<file path="src/rtl/display_scheduler_pkg.sv">
// Shared encodings for the alarm-clock display path: source/state codes and digit masks.
package display_scheduler_pkg;

   localparam logic [1:0] SRC_TIME  = 2'd0;
   localparam logic [1:0] SRC_KBD   = 2'd1;
   localparam logic [1:0] SRC_ALARM = 2'd2;
   localparam logic [1:0] SRC_RING  = 2'd3;

   localparam logic [3:0] MASK_ALL  = 4'b1111;
   localparam logic [3:0] MASK_NONE = 4'b0000;

   localparam int unsigned WORD_W = 16;

   function automatic int unsigned max_u(input int unsigned a, input int unsigned b);
      return (a > b) ? a : b;
   endfunction

endpackage

</file>
<file path="src/rtl/display_scheduler_sec_timer.sv">
// Saturating one-second counter with synchronous clear and a compare against a runtime limit.
module display_scheduler_sec_timer #(
   parameter int unsigned CW = 4
) (
   input  logic          clk,
   input  logic          reset,
   input  logic          clear_i,
   input  logic          tick_i,
   input  logic [CW-1:0] limit_i,
   output logic          reached_c_o
);

   logic [CW-1:0] count_q, count_d;

   // Clear wins over a coincident tick; the count holds at all-ones rather than wrapping.
   always_comb begin
      count_d = count_q;
      if (clear_i) begin
         count_d = '0;
      end else if (tick_i && (count_q != {CW{1'b1}})) begin
         count_d = count_q + CW'(1);
      end
   end

   always_ff @(posedge clk) begin
      if (reset) begin
         count_q <= '0;
      end else begin
         count_q <= count_d;
      end
   end

   assign reached_c_o = (count_q >= limit_i);

endmodule

</file>
<file path="src/rtl/display_scheduler.sv">
// Chooses what the seven-segment display shows (time, keyboard, alarm, ringing) with
// priority, alarm minimum hold, keyboard inactivity timeout and one-second blink cadence.
module display_scheduler
   import display_scheduler_pkg::*;
#(
   parameter int unsigned KBD_TIMEOUT_S = 10,
   parameter int unsigned ALARM_HOLD_S  = 5
) (
   input  logic        clk,
   input  logic        reset,
   input  logic        one_second,
   input  logic        show_keyboard,
   input  logic        key_strobe,
   input  logic [15:0] key_buffer,
   input  logic        show_alarm,
   input  logic [15:0] alarm_time,
   input  logic [15:0] current_time,
   input  logic        sound_alarm,
   output logic [15:0] word_out,
   output logic [3:0]  display_mask_out,
   output logic        dp_out,
   output logic [1:0]  src_out,
   output logic        kbd_timeout
);

   localparam int unsigned CW = $clog2(max_u(KBD_TIMEOUT_S, ALARM_HOLD_S) + 1);

   logic [1:0]        state_q, state_d;
   logic              colon_q, colon_d;
   logic              blink_q, blink_d;
   logic              kbd_expired_q, kbd_expired_d;
   logic              show_alarm_q;
   logic [WORD_W-1:0] word_q, word_d;
   logic [3:0]        mask_q, mask_d;
   logic              dp_q, dp_d;
   logic              kbd_timeout_q, kbd_timeout_d;

   logic              alarm_rise_c;
   logic              timeout_c;
   logic              timer_clear_c;
   logic              reached_c;
   logic [CW-1:0]     limit_c;

   assign alarm_rise_c = show_alarm && !show_alarm_q;
   assign limit_c      = (state_q == SRC_KBD) ? CW'(KBD_TIMEOUT_S - 1) : CW'(ALARM_HOLD_S);
   assign timeout_c    = (state_q == SRC_KBD) && one_second && !key_strobe && reached_c;

   display_scheduler_sec_timer #(.CW(CW)) u_sec_timer (
      .clk         (clk),
      .reset       (reset),
      .clear_i     (timer_clear_c),
      .tick_i      (one_second),
      .limit_i     (limit_c),
      .reached_c_o (reached_c)
   );

   // Next state, flags and registered output values, all derived from the next state.
   always_comb begin
      state_d       = SRC_TIME;
      colon_d       = colon_q ^ one_second;
      blink_d       = blink_q ^ one_second;
      kbd_expired_d = show_keyboard && (kbd_expired_q || timeout_c);
      kbd_timeout_d = timeout_c;
      word_d        = current_time;
      mask_d        = MASK_ALL;
      dp_d          = 1'b0;

      if (sound_alarm) begin
         state_d = SRC_RING;
      end else if (show_keyboard && !kbd_expired_q && !timeout_c) begin
         state_d = SRC_KBD;
      end else if (alarm_rise_c) begin
         state_d = SRC_ALARM;
      end else if ((state_q == SRC_ALARM) && !(reached_c && !show_alarm)) begin
         state_d = SRC_ALARM;
      end

      // A new rising edge inside ALARM restarts the hold just like a fresh entry.
      timer_clear_c = (state_d != state_q)
                    || ((state_q == SRC_KBD) && key_strobe)
                    || ((state_q == SRC_ALARM) && alarm_rise_c);

      case (state_d)
         SRC_RING: begin
            mask_d = blink_d ? MASK_NONE : MASK_ALL;
            dp_d   = 1'b1;
         end
         SRC_KBD: begin
            word_d = key_buffer;
         end
         SRC_ALARM: begin
            word_d = alarm_time;
            dp_d   = 1'b1;
         end
         default: begin
            dp_d = colon_d;
         end
      endcase
   end

   // Edge detector resets high so a request held through reset needs a fresh rising edge.
   always_ff @(posedge clk) begin
      if (reset) begin
         state_q       <= SRC_TIME;
         colon_q       <= 1'b0;
         blink_q       <= 1'b0;
         kbd_expired_q <= 1'b0;
         show_alarm_q  <= 1'b1;
         word_q        <= '0;
         mask_q        <= MASK_ALL;
         dp_q          <= 1'b0;
         kbd_timeout_q <= 1'b0;
      end else begin
         state_q       <= state_d;
         colon_q       <= colon_d;
         blink_q       <= blink_d;
         kbd_expired_q <= kbd_expired_d;
         show_alarm_q  <= show_alarm;
         word_q        <= word_d;
         mask_q        <= mask_d;
         dp_q          <= dp_d;
         kbd_timeout_q <= kbd_timeout_d;
      end
   end

   assign word_out         = word_q;
   assign display_mask_out = mask_q;
   assign dp_out           = dp_q;
   assign src_out          = state_q;
   assign kbd_timeout      = kbd_timeout_q;

endmodule
</file>
<file path="config.mk">
export PLATFORM = sky130hd
export DESIGN_NAME = display_scheduler
export DESIGN_NICKNAME = d
export VERILOG_FILES = /design/src/rtl/display_scheduler_pkg.sv /design/src/rtl/display_scheduler_sec_timer.sv /design/src/rtl/display_scheduler.sv
export SDC_FILE = /design/constraint.sdc
export NUM_CORES = 1
export LEC_CHECK = 0
export ABC_AREA = 1
export CORE_ASPECT_RATIO = 1.5
export CORE_MARGIN = 4
export CORE_UTILIZATION = 40
export CTS_CLUSTER_DIAMETER = 120
export DETAILED_ROUTE_END_ITERATION = 16
export PLACE_DENSITY_LB_ADDON = 0.05
export SLEW_MARGIN = 20
export SYNTH_ARGS = -nofsm -noshare
export SYNTH_HDL_FRONTEND = slang
export SYNTH_SLANG_ARGS = --single-unit
</file>
<file path="constraint.sdc">
create_clock -name clk -period 2 [get_ports clk]
set_input_delay 0.3 -clock clk [delete_from_list [all_inputs] [get_ports clk]]
set_output_delay 0.3 -clock clk [all_outputs]
set_load 0.05 [all_outputs]
</file>
[Word-level counts from Yosys, hierarchy flattened]
Index checks and enable logic that the tools add are counted.
Operators by class
  magnitude comparators: 1
  bitwise gates (word level): 3
  eq/ne operators: 7
  reductions and logical operators: 24
  multiplexer cells: 8
  add/sub/neg operators: 1
Operator list (count)
  $pmux 16 s2: 1
  $logic_and 1x1->1: 12
  $mux 2: 4
  $mux 4: 2
  $eq 2x2->1 const B: 3
  $logic_not 1->1: 6
  $reduce_or 2->1: 3
  $add 4x1->4 const B: 1
  $eq 2x1->1 const B: 2
  $ge 4x4->1: 1
  $ne 4x4->1 const B: 1
  $logic_or 1x1->1: 3
  $ne 2x2->1: 1
  $pmux 1 s2: 1
  $xor 1x1->1: 2
  $not 1->1: 1
Word-level totals
  logic and storage cells: 54
  output and inout port bits: 24
  register bits: 32
  bits of input ports: 55

[Longest topological paths before layout]
Gate-level depths: netlist (run 1).
  depth in word-level cells: 14
  mapped depth: 14
  depth with buffers taken out: 14

[Cells and area by module]
A second synthesis (run 1) with hierarchy kept.
Unflattened totals
  cell total of the unflattened synthesis: 246
  area total of the unflattened synthesis: 1607.8 µm²
By module, submodules not included
  display_scheduler: cells an instance 202, times used 1, seq. area each 500.5 µm², area an instance 1313.8 µm²
  display_scheduler_sec_timer: cells an instance 44, times used 1, seq. area each 80.1 µm², area an instance 294.0 µm²

[Least setup slack after synthesis (run 1)]
No wires, ideal clock.
  kind: register -> register
  start: register state_q[1] (netlist: src_out[1])
  end: register word_q[5] (netlist: word_out[5])
  path slack: 131 ps
  buffers on the path: 1
  cell stages (with the launch flop): 13
  data required time: 1874 ps
  period minus slack after synthesis: 1869 ps
  arrival: 1743 ps
  setup time: 126 ps
  cells stage by stage: dfxtp_1 > inv_1 > nand2_2 > nand3_1 > nand2_2 > nand3_2 > nand3_1 > inv_2 > clkbuf_8 > nand2_1 > nand2_1 > nor2_1 > nor2_1
On the way
  longest elaborated chain between the ends: 12
  elaborated cells between the ends (all ways): 19
  classes of those cells: 1 x order compare; 4 x eq/ne; 6 x mux; 8 x reduce/logical
RTL lines
  from (decl): RTL line display_scheduler.sv:28  | logic [1:0] state_q, state_d;
  from (signal assigned): RTL line display_scheduler.sv:114  | state_q <= state_d;
  $eq 2x1->1: RTL line display_scheduler.sv:45, display_scheduler.sv:46
  $mux 4: RTL line display_scheduler.sv:45  | assign limit_c = (state_q == SRC_KBD) ? CW'(KBD_TIMEOUT_S - 1) : CW'(ALARM_HOLD_S);
  $ge 4x4->1: RTL line display_scheduler_sec_timer.sv:33  | assign reached_c_o = (count_q >= limit_i);
  $logic_and 1x1->1: RTL line display_scheduler.sv:74  | end else if ((state_q == SRC_ALARM) && !(reached_c && !show_alarm)) begin
  $logic_not 1->1: RTL line display_scheduler.sv:74
  $logic_and 1x1->1: RTL line display_scheduler.sv:74
  $mux 2: RTL line display_scheduler.sv:74
  $mux 2: RTL line display_scheduler.sv:72  | end else if (alarm_rise_c) begin
  $mux 2 *: RTL line display_scheduler.sv:70  | end else if (show_keyboard && !kbd_expired_q && !timeout_c) begin
  $mux 2 *: RTL line display_scheduler.sv:68  | if (sound_alarm) begin
  $eq 2x2->1 / $eq 2x1->1 (equally long branches): RTL line display_scheduler.sv:83  | case (state_d)
  $pmux 16 s2 *: RTL line display_scheduler.sv:83
  to (signal assigned): RTL line display_scheduler.sv:119  | word_q <= word_d;
  to (decl): RTL line display_scheduler.sv:33  | logic [WORD_W-1:0] word_q, word_d;
Every way passes the cells marked *; elsewhere a longest branch is shown, timed or not.
A chain may end at the register's enable or synchronous reset.

[Worst setup path in the final report (run 1)]
  start: register state_q[0] (netlist: src_out[0])
  end: output port src_out[0]
RTL lines
  to (decl): RTL line display_scheduler.sv:22  | output logic [1:0] src_out,
No word-level cell between the ends.

==> flow_metrics.env, run 1 <==
export IMPL_htree_levels=2
export IMPL_postLayoutCoreUtil_pct=65.2
export IMPL_path_cells="clkdlybuf4s50_1"
export IMPL_cp_slowest_stage_delay_ns=0.85
export IMPL_clock_skew_final_ns=0.00184
export IMPL_cts_root_buf="clkbuf_8"
export IMPL_firstDrtPassIters=4
export IMPL_placed_area_um2=2310
export IMPL_synth_area_um2=1560
export IMPL_die_h_um=84.4
export IMPL_min_path_type="register to register"
export IMPL_outcome="finished clean"
export IMPL_setup_viol=0
export IMPL_fill_cells=350
export IMPL_grt_overflow_total=0
export IMPL_arrival_ns=1.55
export IMPL_power_density_nw_per_um2=643
export IMPL_critical_path_top_delay_family="buffers and inverters"
export IMPL_ys_ff_latch=29
export IMPL_period_share_pct=92.5
export IMPL_synthFlopType="dfxtp_1"
export IMPL_antennaDiodeCount=0
export IMPL_path_clk_slew_ns=0.06
export IMPL_wl_per_cell_um=11.8
export IMPL_ir_worst_vdd_mv=0.424
export IMPL_synth_edf_count=0
export IMPL_cts_inserted_buffers=5
export IMPL_synth_top_cell_area_share_pct=37.3
export IMPL_required_ns=1.70
export IMPL_cts_sinks=29
export IMPL_wirelength_um=4160
export IMPL_worst_slack_ns=0.149
export IMPL_areaGrowthSynthToFinish_pct=55.7
export IMPL_place_ws_ns=0.0308
export IMPL_cp_max_fo=6
export IMPL_gp_congestion=0.812
export IMPL_io_pin_count=79
export IMPL_ys_seq_area_share_pct=37.3
export IMPL_drc=0
export IMPL_final_nets=366
export IMPL_cp_slowest_cell="clkdlybuf4s50_1"
export IMPL_io_buffers=78
export IMPL_fin_crit_ns=1.85
export IMPL_worstMarginPinSlew_ns=0.520
export IMPL_std_cell_rows=27
export IMPL_synth_cell_types=27
export IMPL_syn_avg_cell_area_um2=6.85
export IMPL_final_cell_area_um2=2420
export IMPL_rsz0062_at_grt="false"
export IMPL_yosys_warnings=0
export IMPL_drtAntennaViolNets=0
export IMPL_grt_usage_pct=16.6
export IMPL_layout_drive_gt1_share_pct=9.42
export IMPL_via_per_inst=4.65
export IMPL_die_x_um=58.9
export IMPL_dr_first_iter_drc_count=27
export IMPL_grt_pass1_vias=1407
export IMPL_drv_slew=0
export IMPL_synth_area_leader_cell="dfxtp_1"
export IMPL_coreArea_um2=3720
export IMPL_hold_buffers=0
export IMPL_initial_utilization_pct=41.9
export IMPL_start_kind="register"
export IMPL_die_area_um2=4970
export IMPL_mappedNetlistNets=285
export IMPL_clk_path_buf_depth=2
export IMPL_drv_cap=0
export IMPL_relSlewSlack_pct=65.2
export IMPL_vias=1632
export IMPL_synth_area_top_cells="dfxtp_1 (37%), nor2_1 (14%), nand2_1 (11%)"
export IMPL_cts_tree="built"
export IMPL_fmax_mhz=540
export IMPL_ys_async_sr_fraction_pct=0
export IMPL_critPathBufInv=1
export IMPL_hold_slack_ns=0.450
export IMPL_grt_pass1_wl_um=6360
export IMPL_fin_setup_tns_ns=0
export IMPL_clkLatencyLatePin_ns=0.27
export IMPL_dpl_hpwl_um=3210
export IMPL_grt_max_degree=22
export IMPL_crit_type="register to output port"
export IMPL_endpoint_kind="output port"
export IMPL_synthCells=227
export IMPL_leakage_nw=1.14
export IMPL_antenna_found_initial=0
export IMPL_hold_viol=0
per-stage QoR:
stage | std cells | total power, mW
4_1_cts | 349 | 1.57
5_1_grt | 351 | 1.63
2_1_floorplan | 227 | 0.905
3_5_place_dp | 342 | 1.09
3_3_place_gp | 342 | 1.09
6_report | 351 | 1.56
final timing paths:
check                           slack (ns)  depth (start not counted)                     end              startpoint
worst max-delay path                  0.15                          1              src_out[0]              src_out[0]
worst min-delay path                  0.45                          1                 blink_q                 blink_q
worst max register to register        0.18                         15  u_sec_timer.count_q[1]  u_sec_timer.count_q[1]
worst min register to register        0.45                          1                 blink_q                 blink_q
cell families (layout without fill, tap and decap cells):
kind of cell,after synthesis,count (layout),share of synthesized area (%)
AOI/OAI and AO/OA,8,8,3.78
xor gates and xnor gates,3,3,1.69
adders and majority gates,3,3,2.41
buffers and inverters,43,124,15.1
DFF,29,29,37.3
and+or+nand+nor,141,141,39.7
synthesized netlist by cell type (3+ instances only):
| cell type | n |
|---|---|
| nand2_1 | 47 |
| xor2_1 | 3 |
| ha_1 | 3 |
| buf_4 | 3 |
| o21ai_0 | 3 |
| inv_1 | 29 |
| nand4_1 | 16 |
| inv_2 | 3 |
| nand3_1 | 8 |
| clkbuf_8 | 4 |
| nor2_1 | 60 |
| dfxtp_1 | 29 |
| nand2_2 | 5 |
routing by layer:
layer | part of all wire (%) | vias to the layer above | global-route usage (%)
li1 | - | 860 | -
met1 | 40 | 718 | 18.4
met2 | 53 | 49 | 29.4
met3 | 5.5 | 5 | 4.46
met4 | 0.91 | 0 | 5.57
met5 | 0 | - | 0
flip-flops by register name, summed over array words and instances, names as in the netlist:
signal / count
blink_q: 1
colon_q: 1
dp_out: 1
show_alarm_q: 1
word_out: 16
display_mask_out: 1
src_out: 2
kbd_expired_q: 1
u_sec_timer.count_q: 4
kbd_timeout: 1
repair_timing:
| item | CTS | global route |
|---|---|---|
| endpoints found under the setup margin | 0 | 20 |
| resized for setup | 0 | 5 |
| setup buffers | 0 | 2 |
cell usage in the layout (no fill, tap or decap), types with 3 or more instances in the layout:
cell | Yosys | routed
nand2_1 | 47 | 46
nand4_1 | 16 | 16
xor2_1 | 3 | 3
nor2_1 | 60 | 60
nand2_2 | 5 | 6
clkdlybuf4s50_1 | 0 | 78
inv_1 | 29 | 29
o21ai_0 | 3 | 3
buf_4 | 3 | 7
ha_1 | 3 | 3
clkbuf_8 | 4 | 6
nand3_1 | 8 | 8
dfxtp_1 | 29 | 27
cell type report:
| cell class | count | area, um2 | area share, % |
|---|---|---|---|
| Timing Repair Buffer | 85 | 833 | 34.4 |
| Multi-Input combinational cell | 155 | 742 | 30.6 |
| Sequential cell | 29 | 583 | 24.1 |
| Inverter | 32 | 123 | 5.06 |
| Clock buffer | 7 | 86.3 | 3.57 |
| Tap cell | 43 | 53.8 | 2.22 |
where the power goes:
part / internal, mW / total [mW] / switching [mW]
Sequential: 0.614 / 0.629 / 0.0149
Combinational: 0.204 / 0.458 / 0.254
Clock: 0.272 / 0.470 / 0.198
Total: 1.09 / 1.56 / 0.467
No activity file was read; power rests on OpenSTA's default activity.
==> inputs of run 2 (changes only) <==
--- a/config.mk
+++ b/config.mk
@@ -8,7 +8,8 @@
 export ABC_AREA = 1
 export CORE_ASPECT_RATIO = 1.5
 export CORE_MARGIN = 4
-export CORE_UTILIZATION = 40
+export CORE_UTILIZATION = 41
+export CTS_BUF_LIST = sky130_fd_sc_hd__clkbuf_4
 export CTS_CLUSTER_DIAMETER = 120
 export DETAILED_ROUTE_END_ITERATION = 16
 export PLACE_DENSITY_LB_ADDON = 0.05
==> run 2 against run 1 <==
  * Non-clock buffer count rose by 2
  * Cell area down 0.26%
  * Register-to-register slack about the same
  * Sequential power is essentially flat
  * Largest power group unchanged
==> flow_metrics.env, run 2 (same netlist as run 1, synthesis figures left out) <==
export IMPL_areaGrowthSynthToFinish_pct=55.3
export IMPL_start_kind="register"
export IMPL_die_area_um2=4860
export IMPL_coreArea_um2=3680
export IMPL_firstDrtPassIters=5
export IMPL_final_common_cell="clkdlybuf4s50_1"
export IMPL_endpoint_kind="output port"
export IMPL_multiInputGateArea_um2=742
export IMPL_cp_max_fo=6
export IMPL_clkLatencyLatePin_ns=0.32
export IMPL_grt_usage_pct=17.6
export IMPL_worstMarginPinSlew_ns=0.529
export IMPL_path_clk_slew_ns=0.08
export IMPL_fin_setup_tns_ns=0
export IMPL_ir_worst_vdd_mv=0.426
export IMPL_grt_pass1_vias=1522
export IMPL_place_ws_ns=0.0642
export IMPL_grt_pass1_wl_um=6670
export IMPL_die_h_um=83.4
export IMPL_largest_reg_flops=16
export IMPL_drv_slew=0
export IMPL_leakage_nw=1.13
export IMPL_cts_tree="built"
export IMPL_fin_crit_ns=1.90
export IMPL_fmax_mhz=527
export IMPL_final_nets=368
export IMPL_period_share_pct=94.9
export IMPL_grt_max_degree=17
export IMPL_outcome="finished clean"
export IMPL_via_per_inst=4.56
export IMPL_arrival_ns=1.60
export IMPL_crit_type="register to output port"
export IMPL_drtAntennaViolNets=0
export IMPL_drv_cap=0
export IMPL_clk_path_buf_depth=2
export IMPL_cts_inserted_buffers=5
export IMPL_worst_slack_ns=0.101
export IMPL_dr_wl_met2_um=2170
export IMPL_hold_viol=0
export IMPL_die_x_um=58.3
export IMPL_layout_drive_gt1_share_pct=9.68
export IMPL_rsz0062_at_grt="false"
export IMPL_power_density_nw_per_um2=591
export IMPL_setup_viol=0
export IMPL_relSlewSlack_pct=64.7
export IMPL_vias=1611
export IMPL_hold_buffers=0
export IMPL_io_pin_count=79
export IMPL_dpl_hpwl_um=3230
export IMPL_cp_slowest_stage_delay_ns=0.84
export IMPL_regArea_um2=582
export IMPL_htree_levels=2
export IMPL_required_ns=1.70
export IMPL_drc=0
export IMPL_clock_skew_final_ns=0.00603
export IMPL_route_met3_wl_um=263
export IMPL_initial_utilization_pct=42.2
export IMPL_antennaDiodeCount=0
export IMPL_path_cells="clkdlybuf4s50_1"
export IMPL_min_path_type="register to register"
export IMPL_wirelength_um=4070
export IMPL_cp_slowest_cell="clkdlybuf4s50_1"
export IMPL_dr_first_iter_drc_count=43
export IMPL_rrSetupSlack_ns=0.19
export IMPL_critical_path_top_delay_family="buffers and inverters"
export IMPL_cts_sinks=29
export IMPL_gp_congestion=0.799
export IMPL_critPathBufInv=1
export IMPL_antenna_found_initial=0
export IMPL_highest_layer="met4"
export IMPL_wl_per_cell_um=11.5
export IMPL_std_cell_rows=27
export IMPL_hold_slack_ns=0.443
export IMPL_final_cell_mix="clkdlybuf4s50_1 (78), nor2_1 (60), nand2_1 (46)"
export IMPL_fill_cells=342
export IMPL_grt_overflow_total=0
export IMPL_io_buffers=78
export IMPL_cts_root_buf="clkbuf_4"
export IMPL_wl_met1_um=1570
## run 2: power breakdown
part,switching (mW),internal (mW)
Clock,0.195,0.141
Combinational,0.255,0.210
Sequential,0.0138,0.613
## run 2: timing repair
action,CTS,global route
gates resized for setup,0,6
endpoints found under the setup margin,0,20
buffers inserted,0,1
## run 2: per-layer routing
layer / vias to the layer above / track usage [%]
li1: 858 / -
met1: 692 / 19.9
met2: 55 / 30.2
met3: 6 / 4.82
met4: 0 / 6.75
met5: - / 0
## run 2: layout make-up
cell class	count	share of cell area (%)
clock buffer	6	1.87
clock inverter	1	0.155
inverter	32	5.28
multi-input combinational	155	30.7
sequential	29	24.1
tap	43	2.23
timing repair buffer	87	35.6
## run 2: per-stage QoR
| stage | util (%) | area, um2 | instances | power (mW) |
|---|---|---|---|---|
| finish | 65.6 | 2410 | 353 | 1.43 |
| global route | 65.6 | 2410 | 353 | 1.51 |
| CTS | 64.7 | 2380 | 352 | 1.43 |
| detailed placement | 63.4 | 2330 | 345 | 1.10 |
| global placement | 63.4 | 2330 | 345 | 1.10 |
| floorplan | - | 1560 | 227 | 0.905 |
## run 2: path summary, 6_finish.rpt
path | startpoint | endpoint | depth (start not counted)
min | blink_q | blink_q | 1
min reg2reg | blink_q | blink_q | 1
max reg2reg | u_sec_timer.count_q[1] | u_sec_timer.count_q[2] | 15
max | src_out[0] | src_out[0] | 1
==> inputs of run 3 (changes only) <==
--- a/config.mk
+++ b/config.mk
@@ -5,10 +5,9 @@
 export SDC_FILE = /design/constraint.sdc
 export NUM_CORES = 1
 export LEC_CHECK = 0
-export ABC_AREA = 1
 export CORE_ASPECT_RATIO = 1.5
 export CORE_MARGIN = 4
-export CORE_UTILIZATION = 41
+export CORE_UTILIZATION = 38
 export CTS_BUF_LIST = sky130_fd_sc_hd__clkbuf_4
 export CTS_CLUSTER_DIAMETER = 120
 export DETAILED_ROUTE_END_ITERATION = 16
==> run 3 against run 2 <==
  * Largest cell class unchanged
  * Utilization grew 4.3 points
  * Total power fell by 0.30%
  * Setup slack got worse by 0.045 ns
  * Clock-buffer cell count shrank 1
  * Cell area decreased by 2.1%
  * Synthesized cell count fell by 27%
  * Combinational power up 0.9%
  * Global-route usage up 0.88 points
  * Clock power decreased by 4%
  * Register-to-register slack worse by 0.13 ns
  * Wire length rose by 4.3%
  * Critical path depth up 7
==> flow_metrics.env, run 3 <==
export IMPL_worstMarginPinSlew_ns=0.528
export IMPL_path_common_cell="nor3b_2"
export IMPL_final_nets=312
export IMPL_wl_per_cell_um=14.3
export IMPL_largest_reg_flops=16
export IMPL_mappedNetlistNets=224
export IMPL_io_buffers=78
export IMPL_cp_max_fo=4
export IMPL_path_cells="inv_2, ha_2, nor3b_2, buf_4, o31a_1, a211o_1, o311a_4, nor3b_2"
export IMPL_grt_pass1_wl_um=6540
export IMPL_grt_max_degree=25
export IMPL_endpoint_kind="register"
export IMPL_relSlewSlack_pct=64.7
export IMPL_setup_viol=0
export IMPL_synthTopCellsByCount="nor2_1 (57), dfxtp_1 (29), nor4_1 (18)"
export IMPL_ys_seq_area_share_pct=43.6
export IMPL_layoutNonFillerInstCount=297
export IMPL_clkLatencyLatePin_ns=0.32
export IMPL_areaGrowthSynthToFinish_pct=77.5
export IMPL_cts_root_buf="clkbuf_4"
export IMPL_hold_viol=0
export IMPL_synthCells=166
export IMPL_synth_top_cell_area_share_pct=43.6
export IMPL_synth_most_common_cell="nor2_1"
export IMPL_htree_levels=2
export IMPL_die_h_um=80.5
export IMPL_rsz0062_at_grt="true"
export IMPL_syn_avg_cell_area_um2=8.02
export IMPL_die_x_um=56.3
export IMPL_cts_setup_buffers=0
export IMPL_antenna_found_initial=0
export IMPL_std_cell_rows=26
export IMPL_vias=1478
export IMPL_outcome="finished clean"
export IMPL_wirelength_um=4250
export IMPL_placed_area_um2=2230
export IMPL_dp_cells=288
export IMPL_cp_slowest_stage_delay_ns=0.36
export IMPL_hold_buffers=0
export IMPL_cts_sinks=29
export IMPL_grt_usage_pct=18.5
export IMPL_drv_cap=0
export IMPL_drc=0
export IMPL_required_ns=2.25
export IMPL_rrSetupSlack_ns=0.06
export IMPL_crit_type="register to register"
export IMPL_gp_congestion=0.848
export IMPL_synth_cell_types=31
export IMPL_power_density_nw_per_um2=602
export IMPL_arrival_ns=2.19
export IMPL_via_per_inst=4.98
export IMPL_final_common_cell="clkdlybuf4s50_1"
export IMPL_fin_crit_ns=1.94
export IMPL_drv_slew=0
export IMPL_fmax_mhz=514
export IMPL_synth_area_leader_cell="dfxtp_1"
export IMPL_die_area_um2=4530
export IMPL_cp_slowest_cell="dfxtp_2"
export IMPL_drtAntennaViolNets=0
export IMPL_dr_first_iter_drc_count=35
export IMPL_hold_slack_ns=0.530
export IMPL_path_clk_slew_ns=0.09
export IMPL_ys_async_sr_fraction_pct=0
export IMPL_initial_utilization_pct=39.3
export IMPL_synth_area_um2=1330
export IMPL_power_mw=1.42
export IMPL_clk_path_buf_depth=2
export IMPL_multiInputGateArea_um2=722
export IMPL_ys_ff_latch=29
export IMPL_fill_cells=301
export IMPL_final_cell_mix="clkdlybuf4s50_1 (78), nor2_1 (57), dfxtp_1 (25)"
export IMPL_io_pin_count=79
export IMPL_cts_tree="built"
export IMPL_yosys_warnings=0
export IMPL_firstDrtPassIters=4
export IMPL_coreArea_um2=3380
export IMPL_cts_inserted_buffers=5
export IMPL_ir_worst_vdd_mv=0.460
export IMPL_leakage_nw=0.924
export IMPL_start_kind="register"
export IMPL_antennaDiodeCount=0
export IMPL_grt_overflow_total=0
export IMPL_synth_area_top_cells="dfxtp_1 (44%), nor2_1 (16%), nor4_1 (8.5%)"
export IMPL_period_share_pct=97.2
export IMPL_regArea_um2=588
export IMPL_layout_drive_gt1_share_pct=14.9
export IMPL_final_cell_area_um2=2360
export IMPL_grt_pass1_vias=1487
export IMPL_synthFlopType="dfxtp_1"
export IMPL_dpl_hpwl_um=3280
export IMPL_clock_skew_final_ns=0.00375
export IMPL_min_path_type="register to register"
export IMPL_synth_edf_count=0
-- run 3: cell types whose count changed in the layout (fill, tap and decap cells not counted), sizes merged, moves of 3 or more --
cell and delta:
buf +4, inv -25, nand2 -45, nand3 -6, nand4 -16, nor2 -4, nor2b +5, nor4 +17
xnor2 +5, xor2 -3
-- run 3: logic make-up (layout without fill, tap and decap cells) --
| kind of cell | after synthesis | in the layout | synth area share (%) |
|---|---|---|---|
| xor gates and xnor gates | 5 | 5 | 3.29 |
| buffers and inverters | 17 | 106 | 6.39 |
| AOI/OAI and AO/OA | 11 | 11 | 7.52 |
| DFF | 29 | 29 | 43.6 |
| and+or+nand+nor | 100 | 100 | 35.6 |
| adders and majority gates | 3 | 3 | 2.82 |
| muxes | 1 | 1 | 0.752 |
-- run 3: per-layer routing --
layer	global-route usage [%]	vias up	part of all wire, %	routed length (um)
met2	35.1	54	56	2390
met4	6.89	0	0.92	39
met5	0	-	0	0
met3	7.07	4	8.4	355
met1	17.7	685	34	1460
li1	-	735	-	-
-- run 3: stage by stage --
| step | worst slack [ns] | TNS (ns) | util [%] |
|---|---|---|---|
| after floorplan | 0.0247 | 0 | - |
| final | 0.0560 | 0 | 69.9 |
| after global routing | -0.0500 | -0.137 | 69.9 |
| after CTS | 0.00195 | 0 | 68.0 |
| after global placement | -0.0800 | -0.494 | 65.9 |
| after detailed placement | -0.162 | -1.80 | 65.9 |
-- run 3: cell type report --
type                    count  area share (%)
multi-input cells         120            30.5
clock inverters             3           0.529
flip-flops and latches     29            24.9
clock buffers               5            1.59
repair buffers             92            39.3
well taps                  42            2.22
inverters                   6           0.953
-- run 3: worst paths after layout --
check,start,to,depth (start not counted)
setup / recovery,u_sec_timer.count_q[0],u_sec_timer.count_q[1],8
hold / removal,colon_q,colon_q,2
setup reg to reg,u_sec_timer.count_q[0],u_sec_timer.count_q[1],8
hold reg to reg,colon_q,colon_q,2
-- run 3: what timing repair did --
action                     in CTS  in global routing
cloned                          0                  1
setup endpoints to repair       3                 17
pin swaps                       0                  5
resized for setup               3                  9
-- run 3: critical path: cells and delay by family, from the launching register on --
family	cells	cell delay [ns]
compound gates	3	0.84
flops	1	0.36
simple gates	2	0.32
buf+inv	2	0.19
fa+ha+maj	1	0.17
-- run 3: report_power, final --
group	switching, mW	internal (mW)	total [mW]
Combinational	0.244	0.225	0.469
Clock	0.196	0.127	0.322
Sequential	0.0164	0.615	0.632
